--- src/rtl/key_schedule_engine.sv ---
// AES key expansion: streams the Nr+1 round keys of an AES-128/192/256 key, one 32-bit word per cycle.
// Latency: round r is valid 5+4r cycles after the start cycle when the consumer never stalls.
// Backpressure: rk_valid/rk_ready handshake; when the output register is held, word generation stalls.

// Forward AES S-box: multiplicative inverse in GF(2^8), then the affine map.
module forward_substitution_box (
  input  logic [7:0] din,
  output logic [7:0] dout
);

  function automatic logic [7:0] gf_mul(input logic [7:0] a, input logic [7:0] b);
    logic [7:0] p;
    logic [7:0] aa;
    logic [7:0] bb;
    p  = 8'h00;
    aa = a;
    bb = b;
    for (int k = 0; k < 8; k++) begin
      if (bb[0]) p = p ^ aa;
      aa = {aa[6:0], 1'b0} ^ (aa[7] ? 8'h1b : 8'h00);
      bb = {1'b0, bb[7:1]};
    end
    return p;
  endfunction

  logic [7:0] sq [8];
  logic [7:0] inv;

  // inverse = din^254 = product of din^(2^k) for k=1..7; zero maps to zero
  always_comb begin
    sq[0] = din;
    for (int k = 1; k < 8; k++) sq[k] = gf_mul(sq[k-1], sq[k-1]);
    inv = sq[1];
    for (int k = 2; k < 8; k++) inv = gf_mul(inv, sq[k]);
    dout = inv ^ {inv[6:0], inv[7]} ^ {inv[5:0], inv[7:6]} ^
           {inv[4:0], inv[7:5]} ^ {inv[3:0], inv[7:4]} ^ 8'h63;
  end

endmodule

module key_schedule_engine #(
  parameter int MAX_NK = 8
) (
  input  logic         clk,
  input  logic         rst,
  input  logic         start,
  input  logic [1:0]   key_len,
  input  logic [255:0] inp_key,
  input  logic         abort,
  input  logic         rk_ready,
  output logic         rk_valid,
  output logic [127:0] rk_data,
  output logic [3:0]   rk_round,
  output logic         busy,
  output logic         done,
  output logic         err
);

  localparam int WIW = (MAX_NK > 4) ? 3 : 2;

  typedef enum logic [1:0] {IDLE = 2'd0, GEN = 2'd1, DRAIN = 2'd2} state_t;
  state_t state, state_nxt;

  logic [31:0] kw  [8];
  logic [31:0] win [MAX_NK];   // win[0] = w[i-1], win[Nk-1] = w[i-Nk]
  logic [31:0] acc [3];        // first three words of the round being built

  logic [2:0]  nk_m1;
  logic [5:0]  last_i;
  logic [5:0]  widx;           // i
  logic [2:0]  wmod;           // i mod Nk
  logic [3:0]  wdiv;           // i / Nk

  logic [2:0]  req_nk_m1;
  logic [5:0]  req_last;
  logic        req_legal;
  logic        accept, reject, gen_en, fin, out_free, out_load;
  logic [31:0] prev, oldest, rot, sub_in, sub_out, tmix, word;
  logic [7:0]  rcon;

  for (genvar j = 0; j < 8; j++) begin : g_kw
    assign kw[j] = inp_key[255-32*j -: 32];
  end

  for (genvar b = 0; b < 4; b++) begin : g_sbox
    forward_substitution_box u_sbox (
      .din  (sub_in[8*b +: 8]),
      .dout (sub_out[8*b +: 8])
    );
  end

  assign busy     = (state != IDLE);
  assign out_free = !rk_valid || rk_ready;
  // the fourth word of a round goes straight to the output register, so only it can stall
  assign gen_en   = (state == GEN) && !abort && ((widx[1:0] != 2'd3) || out_free);
  assign out_load = gen_en && (widx[1:0] == 2'd3);
  assign fin      = (state == DRAIN) && !abort && rk_valid && rk_ready;

  // decode the requested key length and check it against the window depth
  always_comb begin
    req_nk_m1 = 3'd3;
    req_last  = 6'd43;
    req_legal = 1'b0;
    case (key_len)
      2'b00: begin req_nk_m1 = 3'd3; req_last = 6'd43; req_legal = (MAX_NK >= 4); end
      2'b01: begin req_nk_m1 = 3'd5; req_last = 6'd51; req_legal = (MAX_NK >= 6); end
      2'b10: begin req_nk_m1 = 3'd7; req_last = 6'd59; req_legal = (MAX_NK >= 8); end
      default: req_legal = 1'b0;
    endcase
  end

  // Rcon byte for i/Nk
  always_comb begin
    rcon = 8'h00;
    case (wdiv)
      4'd1:  rcon = 8'h01;
      4'd2:  rcon = 8'h02;
      4'd3:  rcon = 8'h04;
      4'd4:  rcon = 8'h08;
      4'd5:  rcon = 8'h10;
      4'd6:  rcon = 8'h20;
      4'd7:  rcon = 8'h40;
      4'd8:  rcon = 8'h80;
      4'd9:  rcon = 8'h1b;
      4'd10: rcon = 8'h36;
      default: rcon = 8'h00;
    endcase
  end

  // next word: key words rotate out of the window first, then w[i-Nk] ^ t
  always_comb begin
    prev   = win[0];
    oldest = win[nk_m1[WIW-1:0]];
    rot    = {prev[23:0], prev[31:24]};
    sub_in = (wmod == 3'd0) ? rot : prev;
    tmix   = prev;
    if (wdiv == 4'd0)                         tmix = 32'h0;
    else if (wmod == 3'd0)                    tmix = sub_out ^ {rcon, 24'h0};
    else if (nk_m1 == 3'd7 && wmod == 3'd4)   tmix = sub_out;
    word = oldest ^ tmix;
  end

  // state register
  always_ff @(posedge clk) begin
    if (rst) state <= IDLE;
    else     state <= state_nxt;
  end

  // next-state: abort beats start and any progress
  always_comb begin
    state_nxt = state;
    accept    = 1'b0;
    reject    = 1'b0;
    case (state)
      IDLE: begin
        if (start && !abort) begin
          if (req_legal) begin
            accept    = 1'b1;
            state_nxt = GEN;
          end else begin
            reject    = 1'b1;
          end
        end
      end
      GEN: begin
        if (abort)                          state_nxt = IDLE;
        else if (gen_en && widx == last_i)  state_nxt = DRAIN;
      end
      DRAIN: begin
        if (abort || fin) state_nxt = IDLE;
      end
      default: state_nxt = IDLE;
    endcase
  end

  // counters, window, accumulator and the output register
  always_ff @(posedge clk) begin
    if (rst) begin
      nk_m1    <= 3'd0;
      last_i   <= 6'd0;
      widx     <= 6'd0;
      wmod     <= 3'd0;
      wdiv     <= 4'd0;
      for (int k = 0; k < MAX_NK; k++) win[k] <= 32'h0;
      for (int k = 0; k < 3; k++) acc[k] <= 32'h0;
      rk_valid <= 1'b0;
      rk_data  <= 128'h0;
      rk_round <= 4'd0;
      done     <= 1'b0;
      err      <= 1'b0;
    end else begin
      done <= fin;
      err  <= reject;
      if (accept) begin
        nk_m1  <= req_nk_m1;
        last_i <= req_last;
        widx   <= 6'd0;
        wmod   <= 3'd0;
        wdiv   <= 4'd0;
        // key word j lands at win[Nk-1-j] so the oldest slot yields words in order
        for (int k = 0; k < MAX_NK; k++) begin
          if (3'(k) <= req_nk_m1) win[k] <= kw[req_nk_m1 - 3'(k)];
          else                    win[k] <= 32'h0;
        end
        for (int k = 0; k < 3; k++) acc[k] <= 32'h0;
      end else if (gen_en) begin
        win[0] <= word;
        for (int k = 1; k < MAX_NK; k++) win[k] <= win[k-1];
        if (widx[1:0] != 2'd3) acc[widx[1:0]] <= word;
        widx <= widx + 6'd1;
        if (wmod == nk_m1) begin
          wmod <= 3'd0;
          wdiv <= wdiv + 4'd1;
        end else begin
          wmod <= wmod + 3'd1;
        end
      end
      if (abort && state != IDLE) begin
        rk_valid <= 1'b0;
        rk_data  <= 128'h0;
        rk_round <= 4'd0;
      end else if (out_load) begin
        rk_valid <= 1'b1;
        rk_data  <= {acc[0], acc[1], acc[2], word};
        rk_round <= widx[5:2];
      end else if (rk_valid && rk_ready) begin
        rk_valid <= 1'b0;
      end
    end
  end

endmodule

--- config.mk ---
export PLATFORM = sky130hd
export DESIGN_NAME = key_schedule_engine
export DESIGN_NICKNAME = d
export VERILOG_FILES = /design/src/rtl/key_schedule_engine.sv
export SDC_FILE = /design/constraint.sdc
export NUM_CORES = 2
export LEC_CHECK = 0
export CORE_MARGIN = 1.5
export CORE_UTILIZATION = 45
export DETAILED_ROUTE_END_ITERATION = 10
export HOLD_SLACK_MARGIN = 0.03
export PLACE_DENSITY = 0.71
export SETUP_SLACK_MARGIN = 0.2
export SLEW_MARGIN = 20
export SYNTH_ARGS = -nofsm -noshare
export SYNTH_HDL_FRONTEND = slang
export SYNTH_SLANG_ARGS = --single-unit
--- constraint.sdc ---
create_clock -name clk -period 30.3 [get_ports clk]
set_input_delay 6.06 -clock clk [delete_from_list [all_inputs] [get_ports clk]]
set_output_delay 6.06 -clock clk [all_outputs]
set_load 0.03 [all_outputs]
==> metrics.txt <==
# TYPE chip_impl_metric gauge
chip_impl_info{name="dominantRegCellSynth",value="sky130_fd_sc_hd__edfxtp_1"} 1
chip_impl_metric{name="cts.path.max_buffers",unit=""} 3
chip_impl_info{name="status",value="complete, no violations"} 1
chip_impl_info{name="buffer_cell_driving_the_clock_tree_root",value="sky130_fd_sc_hd__clkbuf_16"} 1
chip_impl_metric{name="mappedNetlistNets",unit=""} 11400
chip_impl_metric{name="viasPerCell",unit=""} 6.24
chip_impl_metric{name="postRouteWirelength",unit="mm"} 304
chip_impl_metric{name="dieWidth",unit="um"} 449
chip_impl_info{name="r2r_end",value="win[0][16]"} 1
chip_impl_info{name="rsz_0062_raised_after_global_routing",value="no"} 1
chip_impl_metric{name="cts.repair_timing.setup_buffer_count",unit=""} 0
chip_impl_metric{name="timing.final.hold_violations",unit=""} 0
chip_impl_metric{name="part_of_the_cycle_the_worst_path_needs",unit="%"} 75.0
chip_impl_metric{name="finalCriticalPeriod",unit="ps"} 22730
chip_impl_metric{name="design.core.area",unit="um^2"} 198000
chip_impl_metric{name="synthArstFlopShare",unit="%"} 0
chip_impl_metric{name="starting_density_of_the_core",unit="%"} 45.4
chip_impl_metric{name="worstPathMaxFanout",unit=""} 39
chip_impl_metric{name="cp.arrival",unit="ps"} 23040
chip_impl_info{name="cp-end-kind",value="register"} 1
chip_impl_info{name="synth_largest_area_cell",value="sky130_fd_sc_hd__xnor2_1"} 1
chip_impl_metric{name="vias",unit=""} 85700
chip_impl_info{name="cp_common_cell",value="sky130_fd_sc_hd__xnor2_1"} 1
chip_impl_metric{name="synth_cell_type_count",unit=""} 138
chip_impl_metric{name="number_of_cell_rows",unit=""} 163
chip_impl_info{name="holdPathEnd",value="rk_data[74]"} 1
chip_impl_metric{name="relSlewSlack",unit="%"} 19.7
chip_impl_metric{name="grt_overflow_total",unit=""} 0
chip_impl_metric{name="maxClockFrequency",unit="GHz"} 0.0440
chip_impl_metric{name="drt_iter0_markers",unit=""} 9967
chip_impl_metric{name="die_area",unit="um^2"} 202000
chip_impl_metric{name="grt_start_max_net_pins",unit=""} 158
chip_impl_metric{name="cp_slowest_stage_delay",unit="ps"} 920
chip_impl_metric{name="final_util",unit="%"} 49.6
chip_impl_metric{name="cts.reportedPaths.clkPinSlew",unit="ps"} 60
chip_impl_metric{name="finClkSkew",unit="ps"} 54.6
chip_impl_info{name="critical_path_class",value="register to register"} 1
chip_impl_metric{name="post_synth_inst_count",unit=""} 11100
chip_impl_metric{name="drv.max_cap_violation_count",unit=""} 0
chip_impl_metric{name="via_count_of_the_first_global_routing_pass",unit=""} 82100
chip_impl_metric{name="cts_num_sinks",unit=""} 516
chip_impl_info{name="post-synth-top-count-cell",value="sky130_fd_sc_hd__xnor2_1"} 1
chip_impl_metric{name="n_fill_cell",unit=""} 18700
chip_impl_metric{name="timing_worst_slew_pin_value",unit="ps"} 1200
chip_impl_info{name="critical_path.startpoint_type",value="register"} 1
chip_impl_metric{name="cts-hold-fix-buffers",unit=""} 0
chip_impl_metric{name="syn_area_per_cell",unit="um^2"} 8.05
chip_impl_metric{name="number_of_enable_flip_flop_cells_after_synthesis",unit=""} 352
chip_impl_metric{name="synth_sequential_area_ratio",unit="%"} 15.5
chip_impl_metric{name="dieHeight",unit="um"} 449
chip_impl_info{name="hold_path.startpoint",value="rk_data[74]"} 1
chip_impl_metric{name="fin_setup_tns",unit="ps"} 0
chip_impl_metric{name="clock_latency",unit="ps"} 650
chip_impl_metric{name="synth_top_area_share",unit="%"} 15.6
chip_impl_info{name="worst_path_max_delay_cell",value="sky130_fd_sc_hd__nor2b_4"} 1
chip_impl_metric{name="yosys_warning_total",unit=""} 0
chip_impl_metric{name="synth.cell_area",unit="um^2"} 89700
chip_impl_metric{name="ys_ff_latch",unit=""} 516
chip_impl_metric{name="layout.nets",unit=""} 11400
chip_impl_metric{name="reg2reg_depth",unit=""} 65
chip_impl_metric{name="cts_resized",unit=""} 0
chip_impl_metric{name="synthToLayoutAreaGrowth",unit="%"} 9.36
chip_impl_metric{name="flop2flop_setup_slack",unit="ps"} 7570
chip_impl_info{name="synth.top_cells.by_area",value="sky130_fd_sc_hd__xnor2_1 16%, sky130_fd_sc_hd__edfxtp_1 12%, sky130_fd_sc_hd__xnor3_1 8.3%, sky130_fd_sc_hd__nor2_1 6.4%, sky130_fd_sc_hd__nand2_1 5.4%"} 1
chip_impl_metric{name="timing.hold.worst_path_depth",unit=""} 2
chip_impl_metric{name="routedWlPerCell",unit="um"} 22.1
chip_impl_metric{name="gp_congestion",unit=""} 0.978
chip_impl_metric{name="num_io_pins",unit=""} 399
chip_impl_info{name="synth_top_cells_by_count",value="1600 x sky130_fd_sc_hd__xnor2_1, 1524 x sky130_fd_sc_hd__nor2_1, 1296 x sky130_fd_sc_hd__nand2_1, 714 x sky130_fd_sc_hd__a21oi_1, 540 x sky130_fd_sc_hd__clkbuf_1"} 1
chip_impl_metric{name="slew_viol_final",unit=""} 0
chip_impl_metric{name="antenna_left",unit=""} 0
chip_impl_metric{name="cts_max_level",unit=""} 2
chip_impl_info{name="min-delay-path-class",value="register to register"} 1
chip_impl_info{name="critical_path.reg2reg.startpoint",value="wmod[0]"} 1
chip_impl_metric{name="route.detailed.drc",unit=""} 0
chip_impl_metric{name="hpwlAfterDp",unit="mm"} 218
chip_impl_metric{name="track_usage",unit="%"} 28.6
chip_impl_metric{name="timing.critical_path.required",unit="ps"} 30610
chip_impl_metric{name="antenna_found_initial",unit=""} 8
chip_impl_metric{name="port-buffer-count",unit=""} 398
chip_impl_metric{name="detailedRoute.firstPassIterationCount",unit=""} 9
chip_impl_metric{name="timing.final.setup_violations",unit=""} 0
chip_impl_metric{name="grt_first_pass_wirelength",unit="mm"} 474
chip_impl_metric{name="layout-drive-gt1-share",unit="%"} 9.16
chip_impl_info{name="cts_tree",value="built"} 1
chip_impl_metric{name="tritoncts.num_buffers",unit=""} 52
==> worst max-delay path by stage <==
stage | from | to | slack (ps) | depth (start not counted)
after floorplan | wmod[0] | win[0][8] | 12720 | 76
after global placement | wmod[0] | rk_data[16] | 8410 | 67
after detailed placement | wmod[0] | rk_data[16] | 7890 | 67
after CTS | wmod[1] | win[0][16] | 7870 | 65
after global routing | wmod[1] | rk_data[16] | 6290 | 66
final | wmod[0] | win[0][16] | 7570 | 65
==> area by class of cell <==
| class | instances | area (um^2) | share of cell area [%] |
|---|---|---|---|
| diodes | 3 | 7.51 | 0.00766 |
| clock buffers | 69 | 1490 | 1.52 |
| clock inverters | 29 | 332 | 0.338 |
| inverters | 130 | 488 | 0.498 |
| multi-input cells | 9664 | 72400 | 73.8 |
| flip-flops and latches | 516 | 13900 | 14.1 |
| well taps | 2640 | 3300 | 3.37 |
| repair buffers | 689 | 6190 | 6.32 |
==> critical path, delay by kind of cell, from the launching register on <==
family                     cells  cell delay (ps)
AOI/OAI and AO/OA             18             6100
DFF                            1              350
muxes                          3              570
and+or+nand+nor               15             5090
xor gates and xnor gates      18             6400
buffers and inverters          7             1880
adders and majority gates      4             1930
==> layer usage <==
layer | track usage [%] | share of wire [%]
met5 | 0 | 0.0043
met4 | 11.9 | 4.6
met3 | 4.67 | 9.1
met2 | 46.7 | 46
met1 | 37.4 | 40
==> through the flow <==
step,setup WS (ps),hold slack (ps),area (um^2),cells
after floorplan,12720,464,89700,11100
after global placement,8410,443,96100,13600
after detailed placement,7890,449,96100,13600
after CTS,7870,461,97900,13700
after global routing,6290,472,98000,13700
final,7570,460,98100,13700
==> cells in the final DEF, fill, tap and decap left out, types with 287 or more instances in the layout <==
cell type                         count
sky130_fd_sc_hd__xnor2_1           1555
sky130_fd_sc_hd__nor2_1            1521
sky130_fd_sc_hd__clkdlybuf4s50_1    398
sky130_fd_sc_hd__xor2_1             454
sky130_fd_sc_hd__a21oi_1            714
sky130_fd_sc_hd__o21ai_0            512
sky130_fd_sc_hd__nor3_1             298
sky130_fd_sc_hd__edfxtp_1           352
sky130_fd_sc_hd__xnor3_1            331
sky130_fd_sc_hd__nand2_1           1289
sky130_fd_sc_hd__buf_4              287
sky130_fd_sc_hd__mux2i_1            406
==> cell families (layout without fill, tap and decap cells) <==
logic type | count (synthesis) | count (layout) | synth area share [%]
AOI/OAI and AO/OA | 2426 | 2426 | 17.7
xor gates and xnor gates | 2610 | 2610 | 33.1
adders and majority gates | 45 | 45 | 0.625
buffers and inverters | 955 | 917 | 4.55
DFF | 516 | 516 | 15.5
muxes | 678 | 678 | 9.67
other | 0 | 3 | 0
and+or+nand+nor | 3905 | 3905 | 18.9
==> state kept, by name, indices dropped and copies added, names as in the netlist, 2 cells and up, named ones only <==
| name | count |
|---|---|
| nk_m1 | 2 |
| rk_data | 128 |
| wdiv | 4 |
| rk_round | 4 |
| widx | 6 |
| rcon | 8 |
| acc | 96 |
| win | 256 |
| state | 2 |
| wmod | 3 |
Power is left out: the tool's default activity adds up to more than one toggle a clock period on the data nets, which glitch-free logic cannot reach.
